## config.mk

```make
export PLATFORM = sky130hd
export DESIGN_NAME = aes_block_loader
export DESIGN_NICKNAME = d
export VERILOG_FILES = /design/src/rtl/aes_block_loader.sv
export SDC_FILE = /design/constraint.sdc
export NUM_CORES = 1
export LEC_CHECK = 0
export CAP_MARGIN = 20
export CORE_ASPECT_RATIO = 0.8
export CORE_MARGIN = 5
export CORE_UTILIZATION = 47
export CTS_CLUSTER_SIZE = 30
export DETAILED_ROUTE_END_ITERATION = 6
export PLACE_DENSITY = 0.71
export SYNTH_ARGS = -nofsm -noshare
export SYNTH_HDL_FRONTEND = slang
export SYNTH_SLANG_ARGS = --single-unit
```

## constraint.sdc

```tcl
create_clock -name clk -period 2.7 [get_ports clk]
set_input_delay 0.81 -clock clk [delete_from_list [all_inputs] [get_ports clk]]
set_output_delay 0.81 -clock clk [all_outputs]
set_load 0.005 [all_outputs]
```

## src/rtl/aes_block_loader.sv

```systemverilog
// Byte-stream loader for the AES-128 encrypt core: assembles key and plaintext frames
// and offers each plaintext block over blk_valid/blk_ready. Optional AES_LOADER_TIMEOUT_EN adds an inter-byte abort.
module aes_block_loader #(
  parameter logic [7:0] HDR_KEY        = 8'h4B,
  parameter logic [7:0] HDR_PT         = 8'h50,
  parameter int         ERR_CNT_W      = 8,
  parameter int         TIMEOUT_CYCLES = 1000
) (
  input  logic                 clk,
  input  logic                 rst_n,
  input  logic [7:0]           in_data,
  input  logic                 in_valid,
  output logic                 in_ready,
  output logic [127:0]         key,
  output logic                 key_valid,
  output logic [127:0]         plaintext,
  output logic                 blk_valid,
  input  logic                 blk_ready,
  output logic                 err,
  output logic [ERR_CNT_W-1:0] err_count
);

  typedef enum logic [2:0] {IDLE, KEY, PT, DISCARD, HOLD} state_e;

  state_e                 state_q;
  logic [3:0]             cnt_q;
  logic [119:0]           kshadow_q, pshadow_q;
  logic [127:0]           key_q, pt_q;
  logic                   key_valid_q, blk_valid_q, err_q;
  logic [ERR_CNT_W-1:0]   err_cnt_q;
  logic                   xfer, busy, hdr_err, tmo_hit, err_d;

  assign in_ready  = rst_n && (state_q != HOLD);
  assign xfer      = in_valid && in_ready;
  assign busy      = (state_q == KEY) || (state_q == PT) || (state_q == DISCARD);
  // Any header other than a key, or a plaintext header before a key exists, is an error.
  assign hdr_err   = xfer && (state_q == IDLE) && (in_data != HDR_KEY) &&
                     !((in_data == HDR_PT) && key_valid_q);
  assign err_d     = hdr_err || tmo_hit;

`ifdef AES_LOADER_TIMEOUT_EN
  localparam int TMO_W = $clog2(TIMEOUT_CYCLES + 1);
  logic [TMO_W-1:0] tmo_q;

  assign tmo_hit = busy && !xfer && (tmo_q == TMO_W'(TIMEOUT_CYCLES - 1));

  always_ff @(posedge clk) begin
    if (!rst_n)    tmo_q <= '0;
    else if (busy) tmo_q <= (xfer || tmo_hit) ? '0 : tmo_q + TMO_W'(1);
  end
`else
  localparam int tmo_unused = TIMEOUT_CYCLES;
  assign tmo_hit = 1'b0;
`endif

  always_ff @(posedge clk) begin
    if (!rst_n) begin
      state_q     <= IDLE;
      cnt_q       <= '0;
      kshadow_q   <= '0;
      pshadow_q   <= '0;
      key_q       <= '0;
      key_valid_q <= 1'b0;
      pt_q        <= '0;
      blk_valid_q <= 1'b0;
      err_q       <= 1'b0;
      err_cnt_q   <= '0;
    end else begin
      err_q <= err_d;
      if (err_d && !(&err_cnt_q)) err_cnt_q <= err_cnt_q + ERR_CNT_W'(1);
      case (state_q)
        IDLE: if (xfer) begin
          if (in_data == HDR_KEY)     state_q <= KEY;
          else if (in_data == HDR_PT) state_q <= key_valid_q ? PT : DISCARD;
        end
        KEY: if (xfer) begin
          cnt_q     <= cnt_q + 4'd1;
          kshadow_q <= {kshadow_q[111:0], in_data};
          if (cnt_q == 4'd15) begin
            key_q       <= {kshadow_q, in_data};
            key_valid_q <= 1'b1;
            state_q     <= IDLE;
          end
        end
        PT: if (xfer) begin
          cnt_q     <= cnt_q + 4'd1;
          pshadow_q <= {pshadow_q[111:0], in_data};
          if (cnt_q == 4'd15) begin
            pt_q        <= {pshadow_q, in_data};
            blk_valid_q <= 1'b1;
            state_q     <= HOLD;
          end
        end
        DISCARD: if (xfer) begin
          cnt_q <= cnt_q + 4'd1;
          if (cnt_q == 4'd15) state_q <= IDLE;
        end
        HOLD: if (blk_ready) begin
          blk_valid_q <= 1'b0;
          state_q     <= IDLE;
        end
        default: state_q <= IDLE;
      endcase
      // Abort leaves key, key_valid and plaintext untouched.
      if (tmo_hit) begin
        state_q   <= IDLE;
        cnt_q     <= '0;
        kshadow_q <= '0;
        pshadow_q <= '0;
      end
    end
  end

  assign key       = key_q;
  assign key_valid = key_valid_q;
  assign plaintext = pt_q;
  assign blk_valid = blk_valid_q;
  assign err       = err_q;
  assign err_count = err_cnt_q;

endmodule

```

==> impl_metrics.py, run 1 <==
metrics = {
    "run_status": {
        "status": "complete, no violations",
    },
    "synthesis": {
        "synth-async-reset-ratio": 0,
        "synth_edf_count": 0,
        "synth.top_cells.by_area": "dfxtp_1, nand2_1, a21oi_1",
        "synth_common_cells": "nand2_1, dfxtp_1, a21oi_1, clkbuf_1, buf_2",
        "ys_warn_count": 0,
        "synth_top_area_frac": 0.5786,
        "syn-num-nets": 2276,
        "ys_types": 39,
        "syn_avg_cell_area_um2": 7.862,
        "ys_seq_area_frac": 0.5786,
        "yosysTopAreaCell": "dfxtp_1",
        "syn_area_um2": 17780,
        "syn_inst": 2262,
        "ys_ff_latch": 514,
        "yosys.cell_count.top_type": "nand2_1",
        "ys.flop_type": "dfxtp_1",
    },
    "floorplanning": {
        "start_util": 0.4780,
        "ios": 280,
        "dieArea_um2": 41850,
        "die_x_um": 227.5,
        "coreArea_um2": 37210,
        "fp-row-count": 63,
        "die_h_um": 184.0,
    },
    "cells_and_area": {
        "fill_cells": 3297,
        "ff_latch_area_um2": 10290,
        "area_growth_pct": 29.75,
        "num_antenna_cells": 0,
        "design_area_um2": 23070,
        "drive_gt1_frac": 0.06322,
        "multi_input_area_um2": 6835,
        "nets": 2509,
    },
    "power_and_ir_drop": {
        "powerDensity_nw_per_um2": 633.8,
        "leakage_uw": 0.007475,
        "ir_worst_vdd_mv": 0.4057,
    },
    "global_routing": {
        "grt_pass1_vias": 14670,
        "grtUsageTotal": 0.2203,
        "grt_pass1_wl_um": 76530,
        "antenna_found_initial": 0,
        "grt_overflow_total": 0,
        "grt_max_degree": 237,
    },
    "routing": {
        "dr_total_vias": 15600,
        "wl_um": 47960,
        "drtIter0Drc": 1338,
        "dr.pass1.iters": 6,
        "ant_nets": 0,
        "wl_per_cell_um": 15.89,
        "drc": 0,
        "vias_per_cell": 5.170,
    },
    "place": {
        "port-buffer-count": 279,
        "postPlaceCellArea_um2": 21470,
        "pre_cts_ws_ns": -0.1909,
        "hpwl_um": 32080,
        "place.gp.congestion": 0.8219,
    },
    "setup_path": {
        "path_class": "in -> out",
        "cp-start-kind": "primary input",
        "cp.arrival_ns": 1.79,
        "r2r-start": "state_q[1]",
        "crit_fanout": 2,
        "crit_required_ns": 1.89,
        "max_stage_delay_ns": 0.51,
        "path_buf_inv": 3,
        "critPathLaunch": "rst_n",
        "crit_path_end_kind": "primary output",
        "cp_cell_sequence": "dlygate4sd2_1, inv_8, a21oi_1, clkdlybuf4s50_1",
        "crit_path_top_delay_cell": "clkdlybuf4s50_1",
        "path_delay_family": "buffers and inverters",
    },
    "clock_network": {
        "clk_pin_slew_ns": 0.06,
        "cts_inserted_buffers": 49,
        "post_cts_buffers": 0,
        "clkSinkCount": 514,
        "h-tree-depth": 2,
        "clk_latency_ns": 0.56,
        "cts_buffer_depth": 3,
        "cts-root-buf": "clkbuf_16",
        "cts_tree": "done",
    },
    "sta": {
        "fin_crit_ns": 2.600,
        "worst_clock_skew_ns": 0.02014,
        "setup_viol": 0,
        "setup_ws_ns": 0.09984,
        "rsz0062_at_grt": "no",
        "drv_slew": 0,
        "fmax_ghz": 0.3846,
        "finalSetupTns_ns": 0,
        "hold_viol": 0,
        "relSlewSlack": 0.2442,
        "timing.final.crit_share": 0.9630,
        "worst_pin_slew_ns": 1.134,
    },
    "min_path": {
        "hold_path.class": "reg -> reg",
        "min_from": "kshadow_q[116]",
    },
    "run": {
        "drv_cap": 0,
    },
}
state kept, by name, summed over array words and instances (netlist names):
name	cells
blk_valid	1
cnt_q	4
err	1
err_count	8
key	128
key_valid	1
kshadow_q	120
plaintext	128
pshadow_q	120
state_q	3
worst min-delay path: stages, from the launching register on:
cell and delay [ns]:
dfxtp_1 0.31, nand2_1 0.05, a21oi_1 0.05
layout by cell type (no fill, tap or decap), types with 4 or more instances in the layout:
cell,instances
buf_12,31
clkbuf_1,15
nand2_1,998
and2_1,4
clkdlybuf4s50_1,278
nor2_1,12
clkbuf_8,10
buf_4,40
a21oi_1,502
nand3_1,8
clkinv_2,7
dfxtp_1,513
clkbuf_16,51
layout make-up:
cell class / instances / area share
inverters: 4 / 0.0009760
multi-input cells: 1576 / 0.2962
clock buffers: 76 / 0.06371
flip-flops and latches: 514 / 0.4460
clock inverters: 11 / 0.005802
repair buffers: 350 / 0.1609
well taps: 487 / 0.02641
final timing paths:
| kind | end | slack [ns] | cells after the start |
|---|---|---|---|
| max | in_ready | 0.1 | 4 |
| min | key[124] | 0.45 | 2 |
| max reg2reg | err_count[7] | 0.75 | 6 |
| min reg2reg | key[124] | 0.45 | 2 |
routing by layer:
metal / track usage / share of wire
met1: 0.3119 / 0.46
met2: 0.3482 / 0.45
met3: 0.03768 / 0.055
met4: 0.06576 / 0.028
met5: 0 / 0
logic make-up (layout without fill, tap and decap cells):
family / count (synthesis) / in the layout / synth area share
and+or+nand+nor: 1052 / 1052 / 0.2290
xor gates and xnor gates: 5 / 5 / 0.002463
buffers and inverters: 172 / 441 / 0.04031
muxes: 2 / 2 / 0.001126
adders and majority gates: 2 / 2 / 0.001407
AOI/OAI and AO/OA: 515 / 515 / 0.1471
DFF: 514 / 514 / 0.5786
through the flow:
step	utilization	instances	power, uW	hold WS [ns]
after floorplan	-	2262	7879	0.4321
after global placement	0.5771	2931	7977	0.4399
after detailed placement	0.5771	2931	7978	0.4453
after CTS	0.6202	3018	14780	0.4537
after global routing	0.6202	3018	15120	0.4705
final	0.6202	3018	14630	0.4510
report_power, final:
part / switching, uW / leakage [uW] / total (uW) / internal, uW
combinational: 161 / 0.00254 / 218 / 57.5
clock: 2800 / 0.000792 / 6820 / 4020
sequential: 5.54 / 0.00414 / 7590 / 7590
repair_timing:
| item | 4_1_cts | 5_1_grt |
|---|---|---|
| endpoints found under the setup margin | 1 | 0 |
| hold buffers | 0 | 0 |
| gates resized for setup | 2 | 0 |
No activity file was read; power rests on OpenSTA's default activity.
==> run 2, diff against run 1 <==
- REMOVE_ABC_BUFFERS: unset -> 1
==> run 2 against run 1 <==
Net effect: clock power is 3.8% higher; sequential share of layout area is 0.31 points lower; register-to-register slack hardly changed; total power is 1.7% higher; wire length is 6.4% lower; sequential power hardly changed; via count is 1.1% lower; die area stayed put; critical path type unchanged; highest routed layer unchanged.
==> impl_metrics.py, run 2 (synthesis results as in run 1) <==
metrics = {
    "sta": {
        "fmax_ghz": 0.3817,
        "worst_pin_slew_ns": 1.053,
        "relSlewSlack": 0.2980,
        "timing.final.crit_share": 0.9703,
        "hold_viol": 0,
        "drv_slew": 0,
        "rsz0062_at_grt": "no",
        "setup_viol": 0,
        "finalSetupTns_ns": 0,
        "worst_clock_skew_ns": 0.01999,
        "fin_crit_ns": 2.620,
    },
    "min_path": {
        "hold_path.class": "reg -> reg",
    },
    "run": {
        "drv_cap": 0,
    },
    "global_routing": {
        "grt_max_degree": 216,
        "grtUsageTotal": 0.2074,
        "grt_overflow_total": 0,
        "antenna_found_initial": 2,
        "grt_pass1_wl_um": 72990,
        "grt_pass1_vias": 14340,
    },
    "routing": {
        "wl_um": 44890,
        "ant_nets": 0,
        "wl_met3_um": 2095,
        "dr_total_vias": 15430,
        "highest_layer": "met4",
        "routed-wl-met2_um": 21490,
        "drtIter0Drc": 1278,
        "wl_met1_um": 20010,
        "wl_per_cell_um": 14.80,
        "drc": 0,
        "dr.pass1.iters": 7,
        "vias_per_cell": 5.086,
    },
    "floorplanning": {
        "ios": 280,
        "coreArea_um2": 37210,
        "dieArea_um2": 41850,
        "die_x_um": 227.5,
        "die_h_um": 184.0,
        "fp-row-count": 63,
        "start_util": 0.4780,
    },
    "setup_path": {
        "worstSetupPathDepth": 4,
        "max_stage_delay_ns": 0.52,
        "crit_fanout": 2,
        "rr_endpoint": "err_count[7]",
        "cp_cell_sequence": "dlygate4sd2_1, inv_8, a21oi_1, clkdlybuf4s50_1",
        "path_delay_family": "buffers and inverters",
        "endpoint": "in_ready",
        "crit_path_top_delay_cell": "clkdlybuf4s50_1",
        "path_buf_inv": 3,
        "path_class": "in -> out",
        "cp-start-kind": "primary input",
        "cp.arrival_ns": 1.81,
        "r2r-start": "state_q[2]",
        "crit_path_end_kind": "primary output",
        "rr_worst_depth": 6,
        "critPathLaunch": "rst_n",
        "crit_required_ns": 1.89,
        "reg2reg_slack_ns": 0.75,
    },
    "power_and_ir_drop": {
        "ir_worst_vdd_mv": 0.4389,
        "leakage_uw": 0.007556,
        "powerDensity_nw_per_um2": 640.1,
        "power_uw": 14880,
    },
    "place": {
        "hpwl_um": 29230,
        "port-buffer-count": 279,
        "place.gp.congestion": 0.7997,
    },
    "clock_network": {
        "cts_inserted_buffers": 50,
        "post_cts_buffers": 0,
        "clk_pin_slew_ns": 0.06,
        "clk_latency_ns": 0.56,
        "cts-root-buf": "clkbuf_16",
        "h-tree-depth": 2,
        "cts_tree": "done",
        "clkSinkCount": 514,
        "cts_buffer_depth": 3,
    },
    "run_status": {
        "status": "complete, no violations",
    },
    "cells_and_area": {
        "final_common_cell": "nand2_1",
        "area_growth_pct": 30.69,
        "final_cell_mix": "nand2_1, dfxtp_1, a21oi_1, clkdlybuf4s50_1, clkbuf_16",
        "nets": 2520,
        "fill_cells": 3261,
        "drive_gt1_frac": 0.06876,
    },
}
==> run 2: tightest hold or removal path: cells and delay by family (launching register included) <==
family	cells	cell delay, ns
flip-flops	1	0.31
AND/OR/NAND/NOR	1	0.05
AO/OA/AOI/OAI	1	0.05
==> run 2: stage by stage <==
step,setup slack (ns),util,area [um2],instances,hold WS [ns]
global route,0.01382,0.6247,23240,3034,0.4659
floorplan,-9.828,-,17080,2094,0.4321
CTS,0.04055,0.6245,23230,3032,0.4536
detailed placement,-0.2382,0.5791,21550,2941,0.4438
global placement,-0.1651,0.5791,21550,2941,0.4404
finish,0.08009,0.6247,23240,3034,0.4516
==> run 2: worst min path at each step <==
stage | start | endpoint | slack, ns | depth (start not counted)
5_1_grt | kshadow_q[119] | kshadow_q[119] | 0.47 | 2
2_1_floorplan | kshadow_q[112] | key[120] | 0.43 | 2
3_3_place_gp | pshadow_q[117] | plaintext[125] | 0.44 | 2
4_1_cts | key[115] | key[115] | 0.45 | 2
6_report | key[75] | key[75] | 0.45 | 2
3_5_place_dp | kshadow_q[114] | key[122] | 0.44 | 2
==> run 2: layout make-up <==
class,count,area (um2),area share
Multi-Input combinational cell,1576,6838,0.2942
Clock inverter,13,197.7,0.008506
Inverter,4,22.52,0.0009690
Clock buffer,78,1488,0.06401
Tap cell,487,609.3,0.02622
Sequential cell,514,10290,0.4429
Antenna cell,2,5.005,0.0002153
Timing Repair Buffer,360,3787,0.1630
==> run 2: timing repair <==
item / CTS / global route
hold buffers: 0 / 0
endpoints found under the setup margin: 1 / 1
resized for setup: 4 / 1
==> run 2: routing by layer <==
layer / GRT usage / up-vias
met5: 0 / -
met4: 0.06671 / 0
met3: 0.03352 / 81
met2: 0.3433 / 353
met1: 0.2796 / 7192
li1: - / 7804
==> run 2: where the power goes <==
group	switching (uW)	internal, uW	total [uW]
combinational	154	56.9	211
clock	2820	4260	7080
sequential	5.64	7590	7590
